===== src/rtl/mem_access_ctrl.sv =====
// Async SRAM access sequencer: IDLE/SETUP/ACCESS/HOLD/DONE with WAIT_STATES strobe cycles.
// Optional per-byte lane selects via `define MEMCTL_BYTE_EN (adds ByteSel).
`timescale 1ns/1ps
module mem_access_ctrl #(
    parameter int WAIT_STATES = 2
) (
    input  logic        Clk,
    input  logic        Reset,
    input  logic        Req,
    input  logic        Wr,
    input  logic [15:0] Addr,
    input  logic [15:0] WData,
`ifdef MEMCTL_BYTE_EN
    input  logic [1:0]  ByteSel,
`endif
    output logic [15:0] RData,
    output logic        Ack,
    output logic        Busy,
    output logic [15:0] Mem_A,
    input  logic [15:0] Mem_DQ_in,
    output logic [15:0] Mem_DQ_out,
    output logic        Mem_DQ_oe,
    output logic        Mem_CE,
    output logic        Mem_UB,
    output logic        Mem_LB,
    output logic        Mem_OE,
    output logic        Mem_WE
);

    typedef enum logic [2:0] {
        IDLE, SETUP, ACCESS, HOLD, DONE
    } state_t;

    localparam logic [2:0] CNT_LOAD = 3'(WAIT_STATES - 1);

    state_t      state, state_nx;
    logic [2:0]  cnt, cnt_nx;
    logic        wr_q;
    logic [15:0] addr_q;
    logic [15:0] wdata_q;
    logic [15:0] rdata_q;
    logic [1:0]  be_q;
    logic        accept;
    logic        active;
    logic        last_acc;

    assign accept   = (state == IDLE) && Req;
    assign active   = (state == SETUP) || (state == ACCESS) || (state == HOLD);
    assign last_acc = (state == ACCESS) && (cnt == 3'd0);

    always_ff @(posedge Clk or negedge Reset) begin
        if (!Reset) begin
            state <= IDLE;
            cnt   <= 3'd0;
        end else begin
            state <= state_nx;
            cnt   <= cnt_nx;
        end
    end

    always_comb begin
        state_nx = state;
        cnt_nx   = cnt;
        unique case (state)
            IDLE:   if (Req) state_nx = SETUP;
            SETUP: begin
                state_nx = ACCESS;
                cnt_nx   = CNT_LOAD;
            end
            ACCESS: begin
                if (cnt == 3'd0) state_nx = HOLD;
                else             cnt_nx   = cnt - 3'd1;
            end
            HOLD:   state_nx = DONE;
            DONE:   state_nx = IDLE;
            default: state_nx = IDLE;
        endcase
    end

    always_ff @(posedge Clk or negedge Reset) begin
        if (!Reset) begin
            wr_q    <= 1'b0;
            addr_q  <= '0;
            wdata_q <= '0;
        end else if (accept) begin
            wr_q    <= Wr;
            addr_q  <= Addr;
            wdata_q <= WData;
        end
    end

`ifdef MEMCTL_BYTE_EN
    // An empty lane select means a full-word access
    always_ff @(posedge Clk or negedge Reset) begin
        if (!Reset)      be_q <= 2'b11;
        else if (accept) be_q <= (ByteSel == 2'b00) ? 2'b11 : ByteSel;
    end

    assign Mem_UB = Mem_CE | ~be_q[1];
    assign Mem_LB = Mem_CE | ~be_q[0];
`else
    assign be_q   = 2'b11;
    assign Mem_UB = Mem_CE;
    assign Mem_LB = Mem_CE;
`endif

    always_ff @(posedge Clk or negedge Reset) begin
        if (!Reset)
            rdata_q <= '0;
        else if (last_acc && !wr_q)
            rdata_q <= Mem_DQ_in & {{8{be_q[1]}}, {8{be_q[0]}}};
    end

    assign RData      = rdata_q;
    assign Ack        = (state == DONE);
    assign Busy       = (state != IDLE);
    assign Mem_A      = addr_q;
    assign Mem_CE     = ~active;
    assign Mem_OE     = ~((state == ACCESS) && !wr_q);
    assign Mem_WE     = ~((state == ACCESS) && wr_q);
    assign Mem_DQ_oe  = active && wr_q;
    assign Mem_DQ_out = Mem_DQ_oe ? wdata_q : '0;

endmodule


===== config.mk =====
export PLATFORM = sky130hd
export DESIGN_NAME = mem_access_ctrl
export DESIGN_NICKNAME = d
export VERILOG_FILES = /design/src/rtl/mem_access_ctrl.sv
export SDC_FILE = /design/constraint.sdc
export NUM_CORES = 1
export LEC_CHECK = 0
export BUFFER_PORTS_ARGS = -buffer_cell sky130_fd_sc_hd__buf_4
export CELL_PAD_IN_SITES_DETAIL_PLACEMENT = 2
export CELL_PAD_IN_SITES_GLOBAL_PLACEMENT = 2
export CORE_ASPECT_RATIO = 1.25
export CORE_UTILIZATION = 32
export DETAILED_ROUTE_END_ITERATION = 12
export PLACE_DENSITY_LB_ADDON = 0.12
export SYNTH_ARGS = -nofsm -noshare
export SYNTH_HDL_FRONTEND = slang
export SYNTH_SLANG_ARGS = --single-unit

===== constraint.sdc =====
create_clock -name Clk -period 4.92 [get_ports Clk]
set_clock_uncertainty 0.15 [all_clocks]
set_input_delay 0.246 -clock Clk [delete_from_list [all_inputs] [get_ports Clk]]
set_output_delay 0.246 -clock Clk [all_outputs]
set_load 0.03 [all_outputs]

==> summary.md <==
| Metric | Value |
|---|---|
| TritonCTS buffer count | 5 |
| Critical path's slowest cell | nor2_1 |
| Ys Warns | 0 |
| Commonest non-fill, non-tap cell in the layout | buf_4 |
| Cell count after synthesis | between 150 and 200 |
| Hold path endpoint | RData[10] |
| Synth top area cells | dfrtp_1 57%, mux2_2 18%, mux2_4 6.2%, and2_1 4.2%, buf_6 2.3% |
| Fmax achieved | 0.360 GHz |
| Post-synthesis async set-or-reset flop share | 100% |
| Lkg Pwr | 1.63 nW |
| DR vias/cell | around 4.6 |
| Grt total ovfl | 0 |
| Core area | 7310 um^2 |
| Final Hold Viols | 0 |
| Crit path largest cell delay | 0.73 ns |
| Critical Path RT | 4.52 ns |
| GRT busiest layer | met2 |
| Post-layout min period | 2.78 ns |
| # rows | 35 |
| Ant diodes | 0 |
| Top_reg_cell synth | dfrtp_1 |
| CTS H-tree lvls | 2 |
| Port Buffers | 107 |
| Syn Area/Cell | ~15 um^2 |
| Arrival time at the worst endpoint | 2.38 ns |
| Slack of the worst reg-to-reg path | about 2.6 ns |
| Initial cell density of the core | between 30% and 40% |
| Die Width | 79.6 um |
| Util after Layout | 45.9% |
| Drt total wl | a little under 6 mm |
| Reg-to-reg startpoint | state[1] |
| Setup crit end kind | output pin |
| Number of remaining DRC errors | 0 |
| Period utilization | 56.5% |
| Startpoint types | flop |
| Syn_nets | approximately 220 |
| RSZ-0062 raised after global routing | no |
| VDD IR max | 283 uV |
| DRT iter0 DRCs | 57 |
| Initial antenna violation count | 0 |
| P&R area growth vs syn | 39.3% |
| Post-synthesis cell type count | 28 |
| CP Class | reg2out |
| DR pass1 iterations | 5 |
| Nets@finish | 323 |
| Share of the synthesized area in the top cell type | between 50% and 60% |
| CTS tree | built |
| Critical path, cell by cell | o21bai_1, nor2_1, and2_1, buf_4 |
| Max-cap viol count | 0 |
| Hold Path Depth | 2 |
| R2r endpoint | wdata_q[7] |
| Pwr Density | 755 nW/um^2 |
| HP Start | Mem_DQ_in[10] |
| Met2 Use GR | 29.3% |
| Number of global-route vias before repair | approximately 1.9k |
| Routed Antenna Nets | 0 |
| Least-Margin Pin Slew | 0.905 ns |
| Root Driver | clkbuf_8 |
| Routability cong. | around 0.67 |
| Flops & latches, synth | 55 |
| Final Setup Violations | 0 |
| Clk_lat worst skew | 0.30 ns |
| HP Class | in2reg |
| Routing usage on met1 | 17.6% |
| Max-slew violations | 0 |
| Yosys top cell by area | dfrtp_1 |
| DR vias | 1,681 |
| GR Util met3 | 4.44% |
| Die area | 7880 um^2 |
| EDFF count, synth | 0 |
| First-pass GRT wire length | 9.61 mm |
| Largest net degree at the start of global routing | 56 |
| I/O Pins | 108 |
| DP HPWL | 4.46 mm |
| Setup bufs post-CTS | 0 |
| Sequential area share after synthesis | 57.1% |
| CTS Buffer Depth | 2 |
| Crit path max fanout | 17 |
| WL/cell | 16.3 um |
| Chip height | 99.0 um |
| Worst-path clk slew | about 0.09 ns |
| Slew headroom | 39.4% |
| Total GRT Usage | between 15 and 20% |
| R2r worst-path depth | 4 |
| Most frequent cells in the layout | 108 x buf_4, 55 x dfrtp_1, 39 x mux2_2 |
| Clk sinks | 55 |
| Setup TNS | 0 ns |
| Synth Cell Area | 2410 um^2 |
| Status | completed |
| Share of cells above drive strength 1 | 62.2% |
==> cells in the mapped netlist, types with 2 or more instances <==
cell and n:
dfrtp_1 55, mux2_2 39, and2_1 16, mux2_4 10, buf_6 5, inv_1 5, buf_4 4, nor2_1 3
a22o_1 2, ha_1 2, nand2_1 2, nand3_1 2, o22ai_1 2, or3_1 2
==> layout make-up <==
type                    count  area, um^2
repair buffers            109         821
flip-flops and latches     55        1380
well taps                  92         115
clock buffers               8         100
fillers                   741        3960
inverters                   5        18.8
multi-input cells          93         925
==> metrics by stage <==
step	hold slack, ns	cells	setup WS, ns	cell area, um^2	total power [mW]
2_1_floorplan	-0.200	163	2.71	2410	1.80
3_3_place_gp	0.203	353	2.42	3250	2.25
3_5_place_dp	0.201	353	2.39	3250	2.30
4_1_cts	0.000314	362	1.98	3360	2.58
5_1_grt	0.00362	362	1.86	3360	2.69
6_report	0.0178	362	2.14	3360	2.53
==> kinds of logic after synthesis <==
group,Yosys count,share of synthesized area (%)
buffers and inverters,15,4.52
AO/OA/AOI/OAI,9,2.70
adder cells (fa/ha/maj),2,1.04
multiplexers,49,24.5
XOR/XNOR,1,0.364
flip-flops,55,57.1
AND/OR/NAND/NOR,32,9.81
==> how the worst max path moves through the flow <==
stage / start / to / slack [ns] / cells after the start
2_1_floorplan: state[0] / Mem_DQ_out[10] / 2.71 / 5
3_3_place_gp: state[0] / Mem_DQ_out[10] / 2.42 / 4
3_5_place_dp: state[0] / Mem_DQ_out[11] / 2.39 / 4
4_1_cts: state[0] / Mem_DQ_out[11] / 1.98 / 4
5_1_grt: state[0] / Mem_DQ_out[13] / 1.86 / 4
6_report: state[0] / Mem_DQ_out[14] / 2.14 / 4
==> routing by layer <==
metal	wire, um	vias up
met1	2220	840
li1	-	769
met2	3200	66
met3	431	6
met5	0	-
met4	69	0
==> where the power goes <==
part / internal [mW] / switching (mW)
logic: 0.637 / 0.792
clock network: 0.129 / 0.140
registers: 0.679 / 0.156
total: 1.45 / 1.09
==> worst max-delay path: cells and delay by family, from the launching register on <==
| kind | cells | cell delay [ns] |
|---|---|---|
| AOI/OAI and AO/OA | 1 | 0.26 |
| buffers and inverters | 1 | 0.16 |
| and+or+nand+nor | 2 | 0.98 |
| DFF | 1 | 0.68 |
==> flip-flops by register name, indices dropped and copies added, names as in the netlist <==
signal / flops
Mem_A: 16
RData: 16
cnt: 3
state: 3
wdata_q: 16
wr_q: 1
==> what timing repair did <==
action                    in CTS  in global routing
hold endpoints to repair      55                  0
hold buffers                   1                  0
gates resized for setup        0                  0
Note: power is estimated with default switching activity, not from simulation.
